$ cat config.mk
export PLATFORM = sky130hd
export DESIGN_NAME = ni_apb_master
export DESIGN_NICKNAME = d
export VERILOG_FILES = /design/src/rtl/ni_apb_master.sv
export SDC_FILE = /design/constraint.sdc
export NUM_CORES = 1
export LEC_CHECK = 0
export ABC_CLOCK_PERIOD_IN_PS = 2900
export CAP_MARGIN = 20
export CORE_MARGIN = 5
export CORE_UTILIZATION = 44
export CTS_BUF_LIST = sky130_fd_sc_hd__clkbuf_8
export DETAILED_ROUTE_END_ITERATION = 12
export PLACE_DENSITY = 0.91
export SLEW_MARGIN = 30
export SYNTH_ARGS = -nofsm -noshare
export SYNTH_HDL_FRONTEND = slang
export SYNTH_SLANG_ARGS = --single-unit
$ cat constraint.sdc
create_clock -name clk -period 2.9 [get_ports clk]
set_input_delay 0.87 -clock clk [delete_from_list [all_inputs] [get_ports clk]]
set_output_delay 0.87 -clock clk [all_outputs]
set_load 0.02 [all_outputs]
$ cat src/rtl/ni_apb_master.sv
// Single-beat APB (v4) master for the NI request path. It issues one SETUP/ACCESS
// transfer per request and then holds the response until the NI response path takes it.
module ni_apb_master #(
  parameter int ADDR_W  = 32,
  parameter int DATA_W  = 32,
  parameter int TIMEOUT = 16
) (
  input  logic                clk,
  input  logic                rst_n,
  input  logic                req_valid_i,
  output logic                req_ready_o,
  input  logic [ADDR_W-1:0]   req_addr_i,
  input  logic                req_write_i,
  input  logic [DATA_W-1:0]   req_wdata_i,
  input  logic [DATA_W/8-1:0] req_strb_i,
  output logic                resp_valid_o,
  input  logic                resp_ready_i,
  output logic [DATA_W-1:0]   resp_rdata_o,
  output logic                resp_err_o,
  output logic [ADDR_W-1:0]   paddr_o,
  output logic                psel_o,
  output logic                penable_o,
  output logic                pwrite_o,
  output logic [DATA_W-1:0]   pwdata_o,
  output logic [DATA_W/8-1:0] pstrb_o,
  input  logic [DATA_W-1:0]   prdata_i,
  input  logic                pready_i,
  input  logic                pslverr_i
);

  localparam int STRB_W = DATA_W / 8;
  localparam int CNT_W  = (TIMEOUT > 0) ? $clog2(TIMEOUT + 1) : 1;

  typedef enum logic [1:0] {IDLE_ST, SETUP_ST, ACCESS_ST, DONE_ST} state_t;

  state_t              state_q, state_d;
  logic [CNT_W-1:0]    cnt_q, cnt_d;
  logic                psel_d, penable_d, pwrite_d, resp_valid_d, resp_err_d;
  logic [ADDR_W-1:0]   paddr_d;
  logic [DATA_W-1:0]   pwdata_d, resp_rdata_d;
  logic [STRB_W-1:0]   pstrb_d;
  logic                timeout_hit;

  assign req_ready_o = (state_q == IDLE_ST);

  // pready on the last allowed cycle takes priority over the timeout
  assign timeout_hit = (TIMEOUT != 0) && (cnt_q == CNT_W'(TIMEOUT - 1)) && !pready_i;

  always_comb begin
    state_d      = state_q;
    cnt_d        = cnt_q;
    psel_d       = psel_o;
    penable_d    = penable_o;
    paddr_d      = paddr_o;
    pwrite_d     = pwrite_o;
    pwdata_d     = pwdata_o;
    pstrb_d      = pstrb_o;
    resp_valid_d = resp_valid_o;
    resp_rdata_d = resp_rdata_o;
    resp_err_d   = resp_err_o;
    case (state_q)
      IDLE_ST: begin
        if (req_valid_i) begin
          paddr_d   = req_addr_i;
          pwrite_d  = req_write_i;
          pwdata_d  = req_wdata_i;
          pstrb_d   = req_write_i ? req_strb_i : '0;
          psel_d    = 1'b1;
          penable_d = 1'b0;
          cnt_d     = '0;
          state_d   = SETUP_ST;
        end
      end
      SETUP_ST: begin
        penable_d = 1'b1;
        state_d   = ACCESS_ST;
      end
      ACCESS_ST: begin
        if (pready_i) begin
          resp_rdata_d = (pwrite_o || pslverr_i) ? '0 : prdata_i;
          resp_err_d   = pslverr_i;
          psel_d       = 1'b0;
          penable_d    = 1'b0;
          resp_valid_d = 1'b1;
          state_d      = DONE_ST;
        end else if (timeout_hit) begin
          resp_rdata_d = '0;
          resp_err_d   = 1'b1;
          psel_d       = 1'b0;
          penable_d    = 1'b0;
          resp_valid_d = 1'b1;
          state_d      = DONE_ST;
        end else begin
          cnt_d = cnt_q + CNT_W'(1);
        end
      end
      DONE_ST: begin
        if (resp_ready_i) begin
          resp_valid_d = 1'b0;
          cnt_d        = '0;
          state_d      = IDLE_ST;
        end
      end
      default: state_d = IDLE_ST;
    endcase
  end

  always_ff @(posedge clk) begin
    if (!rst_n) begin
      state_q      <= IDLE_ST;
      cnt_q        <= '0;
      psel_o       <= 1'b0;
      penable_o    <= 1'b0;
      paddr_o      <= '0;
      pwrite_o     <= 1'b0;
      pwdata_o     <= '0;
      pstrb_o      <= '0;
      resp_valid_o <= 1'b0;
      resp_rdata_o <= '0;
      resp_err_o   <= 1'b0;
    end else begin
      state_q      <= state_d;
      cnt_q        <= cnt_d;
      psel_o       <= psel_d;
      penable_o    <= penable_d;
      paddr_o      <= paddr_d;
      pwrite_o     <= pwrite_d;
      pwdata_o     <= pwdata_d;
      pstrb_o      <= pstrb_d;
      resp_valid_o <= resp_valid_d;
      resp_rdata_o <= resp_rdata_d;
      resp_err_o   <= resp_err_d;
    end
  end

endmodule

* After elaboration in Yosys (flattened, before gate mapping)
Cells that the tools add are included.
** Storage, ports and cells
- Word-level logic and storage cells :: 62
- Output and inout bits :: 106
- Flip-flop bits (word level) :: 112
** Operators by class
- Reduce and logical (&&, ||, !) cells :: 16
- Add/sub/neg operators :: 1
- Mux-type cells :: 25
- Eq/ne operators :: 9
** Operator list (number)
- 2-to-1 mux 32 bit :: 3
- 2-to-1 mux 5 bit :: 4
- case mux 5 bit (3 select lines) :: 1
- AND reduction 3 bit :: 4
- 2-to-1 mux 1 bit :: 8
- 2-to-1 mux 2 bit :: 4
- != test 2 bit (second input constant) :: 4
- case mux 2 bit (4 select lines) :: 1
- nonzero test 2 bit :: 3
- nonzero test 3 bit :: 2
- adder 5 x 1 -> 5 bit (second input constant) :: 1
- == test 5 x 4 -> 1 bit (second input constant) :: 1
- AND reduction 5 bit :: 1
- == test 2 bit (second input constant) :: 2
- 2-to-1 mux 4 bit :: 1
- case mux 1 bit (2 select lines) :: 2
- AND reduction 2 bit :: 2
- != test 3 bit (second input constant) :: 1
- case mux 1 bit (3 select lines) :: 1
- == test 2 x 1 -> 1 bit (second input constant) :: 1
- zero test 2 bit :: 1
- logical AND 1 bit :: 1
- zero test 1 bit :: 1
- logical OR 1 bit :: 1

* Longest topological paths before layout
Gate-level depths: netlist of the first run.
- Word-level depth :: 5
- Depth in mapped cells :: 8

* Worst setup path after synthesis of the first run
OpenSTA, ideal clock, no wires.
- Path kind :: input-to-reg
- Start point :: input port rst_n
- End point :: register resp_rdata_o[11]
- Required time :: 2.772 ns
- Path buffers :: 3
- Stages on the path :: 5
- Arrival time :: 1.654 ns
- Path slack :: 1.118 ns
- Path through :: buf_2 inv_2 buf_2 buf_1 nor2_1
** RTL lines
- from (decl) :: line 9 : input logic rst_n,
- to (signal assigned) :: line 131 : resp_rdata_o <= resp_rdata_d;
- to (decl) :: line 18 : output logic [DATA_W-1:0] resp_rdata_o,
No word-level cell between the ends.

* Final worst setup path of the first run
- Start point :: register state_q[0]
- End point :: output port req_ready_o
** Between the ends
- Longest elaborated chain between the ends :: 1
** Ends and longest elaborated chain
- from (decl) :: line 36 : state_t state_q, state_d;
- from (signal assigned) :: line 122 : state_q <= state_d;
- zero test 2 bit :: line 44 : assign req_ready_o = (state_q == IDLE_ST);
- to (decl) :: line 11 : output logic req_ready_o,
Every way passes these cells.

==> impl_results.md, run 1 <==
- CTS sink count: 112
- Drt initial violations: 244
- Final WL: 12800 microns
- Layout cells sized above 1: 4.42%
- Max VDD drop: 0.377 mV
- Yosys warnings: 0
- Boundary Pins: 213
- Final TNS setup: 0 ps
- Fin crit share: 88.4%
- Final Skew: 12.9 ps
- Finished Layout Cells: 789
- Clk buf depth: 2
- H-tree depth: 3
- Final setup violation count: 0
- Post-DP HPWL: 9660 microns
- DRC: 0
- Via count: 4089
- Critical path required time: 2030 ps
- Max cap viols: 0
- Initial antenna violation count: 0
- Chip width: 106 microns
- Post-CTS Hold Fix Bufs: 0
- First-pass GRT wire length: 19900 microns
- Multi-input gate area: 1630 sq um
- Synth Net Count: 592
- Synth cell types: 35
- Die H: 106 microns
- Hold Violations, Final: 0
- Peak Freq: 390 MHz
- Max_slew headroom: 75.2%
- Number of synthesized register bits: 112
- Most frequent cells in the layout: 212 x clkdlybuf4s50_1, 139 x nand2_1, 112 x dfxtp_1, 71 x a21oi_1, 38 x nor2_1
- CORE AREA: 9060 sq um
- P&R area growth vs syn: 59.7%
- # nets final: 787
- # diodes: 0
- CTS buffer count: 9
- Design Area, Final: 6430 sq um
- Clock-pin slew on the worst setup and hold paths: 110 ps
- Hold Path Class: reg2reg
- Seq/Total Area, Yosys: 55.7%
- Cell Count Post-Placement: 773
- CP Launch Type: flip-flop
- Max Fanout on Critical Path: 4
- Synthesized instance count: 478
- RSZ-0062 raised after global routing: false
- Die area: 11200 sq um
- PD cells: 685 nW/um^2
- Post-CTS setup buffers: 0
- GRT Total Usage: 21.8%
- Register Area: 2240 sq um
- CTS tree: built
- Crit path arrival time: 1690 ps
- Fill cells: 680
- Vias in the first global route: 4110
- Most common cell after layout, fill and taps aside: clkdlybuf4s50_1
- Status: finished clean
- Detailed Routing Iterations Pass 1: 6
- Crit Path Class: reg2out
- GRT overflow: 0
- CP endpoint kind: primary output
- Clock Root Buffer: clkbuf_8
- Row Count: 35
- Initial Utilization: 44.4%
- Slew Viols, Final: 0
- DP Area: 6230 sq um
- Tmin final: 2560 ps
- Worst Tran Pin Value: 371 ps
- Avg Cell Area, Syn: 8.42 sq um
- Clk_lat worst skew: 350 ps
- Leakage: 2.36 nW
- Layout Utilization: 70.9%
- Via density per instance: 5.18
- Port Buffers: 212
- Largest net degree at the start of global routing: 79
- Syn Std Cell Area: 4030 sq um
- DR WL/cell: 16.2 microns
- Gpl congestion: 0.814
- Routed Antenna Nets: 0
- Total Power: 4.40 mW
- CTS-repair resized insts: 0
## critical path, stage by stage, from the launching register on
cell and delay [ps]:
dfxtp_1 360, inv_1 110, ha_1 240, clkdlybuf4s50_1 630
## sequential cells by signal, summed over array words and instances, names as in the netlist
| name | flops |
|---|---|
| psel_o | 1 |
| state_q | 2 |
| pstrb_o | 4 |
| resp_valid_o | 1 |
| penable_o | 1 |
| resp_rdata_o | 32 |
| pwrite_o | 1 |
| pwdata_o | 32 |
| paddr_o | 32 |
| resp_err_o | 1 |
| cnt_q | 5 |
## per-stage QoR
stage,setup WS [ps],hold slack [ps]
after floorplan,1120,449
after global placement,538,442
after detailed placement,486,446
after CTS,315,462
after global routing,233,473
final,336,458
## power by group
group	total (mW)	switching, mW	internal (mW)
sequential	1.90	0.135	1.77
combinational	1.61	0.862	0.744
clock	0.890	0.533	0.357
## layer usage
layer  vias up  wire length (microns)  GRT usage, %
met1      1879                   4940          24.4
met3        22                   1350          7.84
met5         -                      0             0
met2       210                   6280          38.4
met4         0                    239          7.22
li1       1978                      -             -
## layout make-up
type	instances	area share, %
Clock buffer	10	2.14
Clock inverter	6	0.896
Inverter	5	0.292
Multi-Input combinational cell	327	25.3
Sequential cell	112	34.9
Tap cell	111	2.16
Timing Repair Buffer	218	34.3
## Yosys cell counts
library cell / instances / area [sq um]
nand2b_1: 1 / 6.26
o21ai_0: 3 / 15.0
o21a_1: 1 / 7.51
a21oi_1: 71 / 355
ha_1: 7 / 87.6
nand3b_1: 2 / 15.0
nand4_1: 2 / 12.5
a22oi_1: 32 / 240
o211a_1: 1 / 10.0
o21bai_1: 1 / 7.51
nor2b_4: 1 / 13.8
clkbuf_1: 18 / 67.6
inv_1: 4 / 15.0
buf_1: 2 / 7.51
inv_2: 1 / 3.75
and2_1: 1 / 6.26
o32ai_1: 1 / 8.76
nor3_1: 4 / 20.0
dfxtp_1: 112 / 2240
nor4_1: 1 / 6.26
a21boi_0: 1 / 7.51
or3_4: 1 / 11.3
nor2_1: 39 / 146
and3_1: 1 / 6.26
nand2_1: 140 / 526
nor3b_2: 1 / 12.5
o22ai_1: 2 / 12.5
nand4b_1: 1 / 8.76
or3_1: 1 / 6.26
nand3_1: 6 / 30.0
buf_4: 1 / 7.51
nor2b_1: 2 / 12.5
buf_2: 13 / 65.1
mux2i_1: 2 / 20.0
o21ai_1: 1 / 5.00
## kinds of logic (layout without fill, tap and decap cells)
family / count (synthesis) / after routing / share of synthesized area, %
simple gates: 204 / 204 / 20.9
compound gates: 114 / 114 / 16.6
flops: 112 / 112 / 55.7
buf+inv: 39 / 239 / 4.13
fa+ha+maj: 7 / 7 / 2.18
mux: 2 / 2 / 0.497
## final timing paths
path | start | to | slack (ps) | depth (start not counted)
setup / recovery | state_q[0] | req_ready_o | 340 | 3
hold / removal | paddr_o[9] | paddr_o[9] | 460 | 2
setup reg to reg | cnt_q[0] | cnt_q[4] | 1030 | 6
hold reg to reg | paddr_o[9] | paddr_o[9] | 460 | 2
Power figures use the tool's default switching activity.
==> run 2: changes to the inputs <==
--- a/config.mk
+++ b/config.mk
@@ -5,13 +5,14 @@
 export SDC_FILE = /design/constraint.sdc
 export NUM_CORES = 1
 export LEC_CHECK = 0
-export ABC_CLOCK_PERIOD_IN_PS = 2900
+export ABC_CLOCK_PERIOD_IN_PS = 3100
 export CAP_MARGIN = 20
 export CORE_MARGIN = 5
 export CORE_UTILIZATION = 44
 export CTS_BUF_LIST = sky130_fd_sc_hd__clkbuf_8
 export DETAILED_ROUTE_END_ITERATION = 12
 export PLACE_DENSITY = 0.91
+export RECOVER_POWER = 25
 export SLEW_MARGIN = 30
 export SYNTH_ARGS = -nofsm -noshare
 export SYNTH_HDL_FRONTEND = slang
==> constraint.sdc (replaced) <==
create_clock -name clk -period 3.1 [get_ports clk]
set_input_delay 0.93 -clock clk [delete_from_list [all_inputs] [get_ports clk]]
set_output_delay 0.93 -clock clk [all_outputs]
set_load 0.02 [all_outputs]
==> run 2 against run 1 <==
Compared with the run above:
- register-to-register slack worse by 230 ps
- utilization fell by 0.055 points
- global-route usage rose by 0.50 points
- die area unchanged
- cell area hardly changed
- first-iteration DRC count is 20% lower
- routed wire length barely moved
- clock power increased by 5.6%
- critical path type is now in2reg
- largest cell class unchanged
- largest power group unchanged
==> impl_results.md, run 2 (same netlist as run 1, synthesis figures left out) <==
- Hold Path Stages: 2 (unchanged)
- Most frequent cells in the layout: 210 x clkdlybuf4s50_1, 140 x nand2_1, 112 x dfxtp_1, 71 x a21oi_1, 38 x nor2_1
- Port Buffers: 212 (unchanged)
- CP endpoint kind: flip-flop
- NetSw: 1.41 mW (-7.7%)
- Regs by FF count: paddr_o x32, pwdata_o x32, resp_rdata_o x32
- PD cells: 656 nW/um^2 (-4.3%)
- Routed Antenna Nets: 0 (unchanged)
- Detailed Routing Iterations Pass 1: 4 (-2)
- Die area: 11200 sq um (unchanged)
- Boundary Pins: 213 (unchanged)
- CORE AREA: 9060 sq um (unchanged)
- Layout cells sized above 1: 4.12% (-0.31 points)
- R2R Setup Slk: 800 ps (-230 ps)
- Gpl congestion: 0.844 (+3.7%)
- Largest net degree at the start of global routing: 64 (-19%)
- Register Area: 2240 sq um (unchanged)
- GRT Total Usage: 22.3% (+0.50 points)
- Leakage: 2.37 nW (+0.27%)
- Dpl ws: 640 ps (+155 ps)
- CTS-repair resized insts: 0 (unchanged)
- Chip width: 106 microns (unchanged)
- Critical path required time: 3390 ps (+1360 ps)
- Hold Violations, Final: 0 (unchanged)
- Total Power: 4.21 mW (-4.3%)
- Switching part of the total: 33.6% (-1.2 points)
- Post-DP HPWL: 9700 microns (+0.44%)
- Clk_lat worst skew: 350 ps (about the same)
- Max_slew headroom: 8.19% (-67 points)
- First-pass GRT wire length: 20400 microns (+2.2%)
- Die H: 106 microns (unchanged)
- Clk buf depth: 2 (unchanged)
- # diodes: 0 (unchanged)
- Crit path arrival time: 2950 ps (+1260 ps)
- Worst Tran Pin Value: 1380 ps (+1010 ps)
- Internal power: 2.80 mW (-2.6%)
- Max Fanout on Critical Path: 32 (+28)
- Final setup violation count: 0 (unchanged)
- Fin worst setup slack: 437 ps (+101 ps)
- Via density per instance: 5.19 (+0.11%)
- Fin crit share: 85.9%
- H-tree depth: 3 (unchanged)
- RR Startpoint: state_q[0]
- Clock share of power: 22.3% (+2.1 points)
- Max cap viols: 0 (unchanged)
- Sequential power share: 42.3% (-1.0 points)
- HP Start: paddr_o[1]
- Crit Path Class: in2reg
- Worst r2r dst: paddr_o[4]
- CTS buffer count: 9 (unchanged)
- GRT overflow: 0 (unchanged)
- Final TNS setup: 0 ps (unchanged)
- Final WL: 12800 microns (about the same)
- CP Launch Type: input pin
- Initial antenna violation count: 0 (unchanged)
- Via count: 4104 (+0.37%)
- Hold Path Class: reg2reg
- P&R area growth vs syn: 59.5% (about the same)
- Initial Utilization: 44.4% (unchanged)
- RSZ-0062 raised after global routing: false
- Clock Root Buffer: clkbuf_8
- DR WL/cell: 16.2 microns (-0.22%)
- CTS tree: built
- CTS sink count: 112 (unchanged)
- Clock-pin slew on the worst setup and hold paths: 110 ps (about the same)
- Post-CTS Hold Fix Bufs: 0 (unchanged)
- Most common cell after layout, fill and taps aside: clkdlybuf4s50_1
- Row Count: 35 (unchanged)
- Multi-input gate area: 1620 sq um (-0.46%)
- Drt initial violations: 195 (-20%)
- Hold Path End: paddr_o[1]
- Max VDD drop: 0.320 mV (-15%)
- Tmin final: 2660 ps
- Gate power share: 35.3% (-1.2 points)
- R2R cell count: 6 (unchanged)
- Peak Freq: 375 MHz
- Layout Utilization: 70.8% (about the same)
- Post-CTS setup buffers: 0 (unchanged)
- Final Skew: 16.6 ps (+3.71 ps)
- Slew Viols, Final: 0 (unchanged)
- Fill cells: 656 (-3.5%)
- Hold Worst Slack: 461 ps (+2.79 ps)
- DRC: 0 (unchanged)
- Status: finished clean
- # nets final: 789 (+0.25%)
- Vias in the first global route: 4203 (+2.3%)
==> run 2: cell count changes in the layout (fill, tap and decap cells not counted), moves of 2 or more <==
cell,before,now
clkinv_4,3,0
dlygate4sd3_1,0,2
clkdlybuf4s50_1,212,210
buf_12,3,1
clkinv_2,0,3
clkbuf_2,0,2
inv_8,2,0
bufinv_16,0,2
==> run 2: layout make-up <==
cell class,instances,area share [%]
Tap cell,111,2.16
Multi-Input combinational cell,327,25.2
Inverter,5,0.292
Sequential cell,112,34.9
Clock inverter,7,1.44
Clock buffer,9,1.93
Timing Repair Buffer,220,34.0
==> run 2: critical path, stage by stage <==
cell             delay [ps]
clkdlybuf4s50_1         510
nand2_1                 150
clkbuf_1               1010
nand2_1                 140
a21oi_1                 200
==> run 2: power groups by stage <==
stage / logic [mW] / clock network [mW] / registers [mW]
after floorplan: 0.536 / 0 / 2.05
after global placement: 1.46 / 0 / 1.80
after detailed placement: 1.50 / 0 / 1.81
after CTS: 1.51 / 0.962 / 1.78
after global routing: 1.60 / 1.02 / 1.81
final: 1.49 / 0.940 / 1.78
==> run 2: through the flow <==
stage	instances	cell area (sq um)
floorplan	478	4030
global placement	775	6220
detailed placement	775	6220
CTS	791	6440
global route	791	6420
finish	791	6420
==> run 2: worst max-delay path by stage <==
stage | start | to | depth (start not counted)
detailed placement | req_valid_i | cnt_q[3] | 5
global route | req_valid_i | paddr_o[7] | 5
CTS | state_q[0] | req_ready_o | 3
global placement | req_valid_i | cnt_q[3] | 5
floorplan | rst_n | resp_rdata_o[11] | 5
finish | req_valid_i | paddr_o[4] | 5
==> run 2: per-layer routing <==
| layer | track usage [%] | vias up | wire length, microns |
|---|---|---|---|
| met3 | 8.51 | 27 | 1350 |
| met1 | 24.2 | 1894 | 5040 |
| met4 | 8.51 | 0 | 293 |
| met2 | 39.2 | 200 | 6130 |
| li1 | - | 1983 | - |
| met5 | 0 | - | 0 |
==> run 3: changes to the inputs <==
--- a/config.mk
+++ b/config.mk
@@ -5,12 +5,13 @@
 export SDC_FILE = /design/constraint.sdc
 export NUM_CORES = 1
 export LEC_CHECK = 0
-export ABC_CLOCK_PERIOD_IN_PS = 3100
+export ABC_CLOCK_PERIOD_IN_PS = 3450
 export CAP_MARGIN = 20
 export CORE_MARGIN = 5
 export CORE_UTILIZATION = 44
 export CTS_BUF_LIST = sky130_fd_sc_hd__clkbuf_8
 export DETAILED_ROUTE_END_ITERATION = 12
+export GPL_TIMING_DRIVEN = 0
 export PLACE_DENSITY = 0.91
 export RECOVER_POWER = 25
 export SLEW_MARGIN = 30
==> constraint.sdc (replaced) <==
create_clock -name clk -period 3.45 [get_ports clk]
set_input_delay 1.035 -clock clk [delete_from_list [all_inputs] [get_ports clk]]
set_output_delay 1.035 -clock clk [all_outputs]
set_load 0.02 [all_outputs]
==> run 3 against run 2 <==
Compared with the run above:
- die area stayed put
- via count is 0.19% higher
- sequential share of layout area is 0.12 points lower
- utilization is 0.23 points higher
- largest cell class is now buffers
- largest power group unchanged
- highest routed layer unchanged
==> impl_results.md, run 3 (same netlist as run 1, synthesis figures left out) <==
- Status: finished clean
- Drt initial violations: 216 (+11%)
- Clk_lat worst skew: 360 ps (about the same)
- Die area: 11200 sq um (unchanged)
- Total Power: 3.67 mW (-13%)
- CTS buffer count: 9 (unchanged)
- Critical path required time: 2410 ps (-980 ps)
- Most frequent cells in the layout: 209 x clkdlybuf4s50_1, 140 x nand2_1, 112 x dfxtp_1, 71 x a21oi_1, 39 x nor2_1
- Routed Antenna Nets: 0 (unchanged)
- Initial Utilization: 44.4% (unchanged)
- Dpl ws: 762 ps (+121 ps)
- Max_slew headroom: 62.3% (+54 points)
- Max Fanout on Critical Path: 4 (-88%)
- Clock share of power: 19.2% (-3.1 points)
- DR WL/cell: 16.0 microns (-1.2%)
- H-tree depth: 3 (unchanged)
- Post-DP HPWL: 10200 microns (+4.7%)
- Port Buffers: 211 (-0.47%)
- Fin worst setup slack: 708 ps (+271 ps)
- CTS sink count: 112 (unchanged)
- # nets final: 814 (+3.2%)
- Fin crit share: 79.5%
- PD cells: 570 nW/um^2 (-13%)
- Final TNS setup: 0 ps (unchanged)
- Sequential power share: 43.5% (+1.2 points)
- GRT Total Usage: 22.6% (+0.30 points)
- Via count: 4112 (+0.19%)
- Internal power: 2.38 mW (-15%)
- RSZ-0062 raised after global routing: false
- Crit Path Class: reg2out
- CP endpoint kind: primary output
- Hold Violations, Final: 0 (unchanged)
- Slew Viols, Final: 0 (unchanged)
- Most common cell after layout, fill and taps aside: clkdlybuf4s50_1
- Worst Tran Pin Value: 566 ps (-811 ps)
- Clock-pin slew on the worst setup and hold paths: 100 ps (about the same)
- P&R area growth vs syn: 60.1%
- Row Count: 35 (unchanged)
- CORE AREA: 9060 sq um (unchanged)
- Max cap viols: 0 (unchanged)
- Post-CTS setup buffers: 0 (unchanged)
- Detailed Routing Iterations Pass 1: 4 (unchanged)
- Tmin final: 2740 ps
- Clk buf depth: 2 (unchanged)
- Via density per instance: 5.04 (-2.9%)
- Regs by FF count: paddr_o x32, pwdata_o x32, resp_rdata_o x32
- GRT overflow: 0 (unchanged)
- First-pass GRT wire length: 20500 microns (+0.71%)
- Layout Utilization: 71.1% (+0.23 points)
- CTS-repair resized insts: 0 (unchanged)
- Initial antenna violation count: 0 (unchanged)
- Boundary Pins: 213 (unchanged)
- Peak Freq: 365 MHz
- Design Area, Final: 6440 sq um (+0.33%)
- CTS tree: built
- Gate power share: 37.3% (+2.0 points)
- Final Skew: 16.0 ps (-0.621 ps)
- CP Launch Type: flip-flop
- Register Area: 2240 sq um (unchanged)
- Final setup violation count: 0 (unchanged)
- Fill cells: 671 (+2.3%)
- NetSw: 1.30 mW (-8.2%)
- # diodes: 0 (unchanged)
- Final WL: 13100 microns (+2.0%)
- Leakage: 2.39 nW (+1.1%)
- Vias in the first global route: 4185 (-0.43%)
- Chip width: 106 microns (unchanged)
- Gpl congestion: 0.805 (-4.6%)
- DRC: 0 (unchanged)
- Clock Root Buffer: clkbuf_8
- DP Area: 6280 sq um (+0.88%)
- Die H: 106 microns (unchanged)
- Post-CTS Hold Fix Bufs: 0 (unchanged)
- Largest net degree at the start of global routing: 19 (-70%)
- Layout cells sized above 1: 4.54% (+0.42 points)
- Switching part of the total: 35.3% (+1.7 points)
- Multi-input gate area: 1610 sq um (-0.46%)
- Crit path arrival time: 1710 ps (-1240 ps)
- Hold Path Class: reg2reg
- Max VDD drop: 0.273 mV (-15%)
run 3: cell types whose count changed in the layout (fill, tap and decap cells not counted), sizes merged:
cell and change:
inv +1, buf +11, clkdlybuf4s50 -1, bufinv -2
clkinvlp +1, clkbuf +15
run 3: power groups by stage:
| stage | Sequential (mW) | Clock [mW] | Combinational (mW) |
|---|---|---|---|
| 2_1_floorplan | 1.84 | 0 | 0.481 |
| 6_report | 1.60 | 0.707 | 1.37 |
| 3_3_place_gp | 1.61 | 0 | 1.34 |
| 3_5_place_dp | 1.63 | 0 | 1.38 |
| 5_1_grt | 1.62 | 0.775 | 1.47 |
| 4_1_cts | 1.60 | 0.725 | 1.38 |
run 3: routing by layer:
metal  share of wire, %  track usage (%)  wire length (microns)
met1                 39             24.8                   5140
met2                 47             39.3                   6170
met3                 12             9.61                   1570
met4                1.5             7.22                    194
met5                  0                0                      0
run 3: worst paths after layout:
kind	start	depth (start not counted)	end	slack, ps
setup / recovery	state_q[0]	3	req_ready_o	710
hold / removal	pstrb_o[3]	2	pstrb_o[3]	460
setup reg to reg	cnt_q[0]	7	resp_rdata_o[3]	1350
hold reg to reg	pstrb_o[3]	2	pstrb_o[3]	460
run 3: area by class of cell:
type                            instances  share of cell area, %
Clock buffer                            9                   1.92
Tap cell                              111                   2.16
Inverter                                5                  0.291
Buffer                                 34                   2.29
Timing Repair Buffer                  211                   32.8
Clock inverter                          7                  0.738
Sequential cell                       112                   34.8
Multi-Input combinational cell        327                   25.0
run 3: worst max-delay path, stage by stage, from the launching register on:
cell	delay, ps
dfxtp_1	360
inv_1	120
ha_1	240
clkdlybuf4s50_1	630
run 3: stage by stage:
step / hold WS, ps / cells
after floorplan: 449 / 478
after global placement: 440 / 800
after detailed placement: 448 / 800
after CTS: 462 / 816
after global routing: 481 / 816
final: 458 / 816
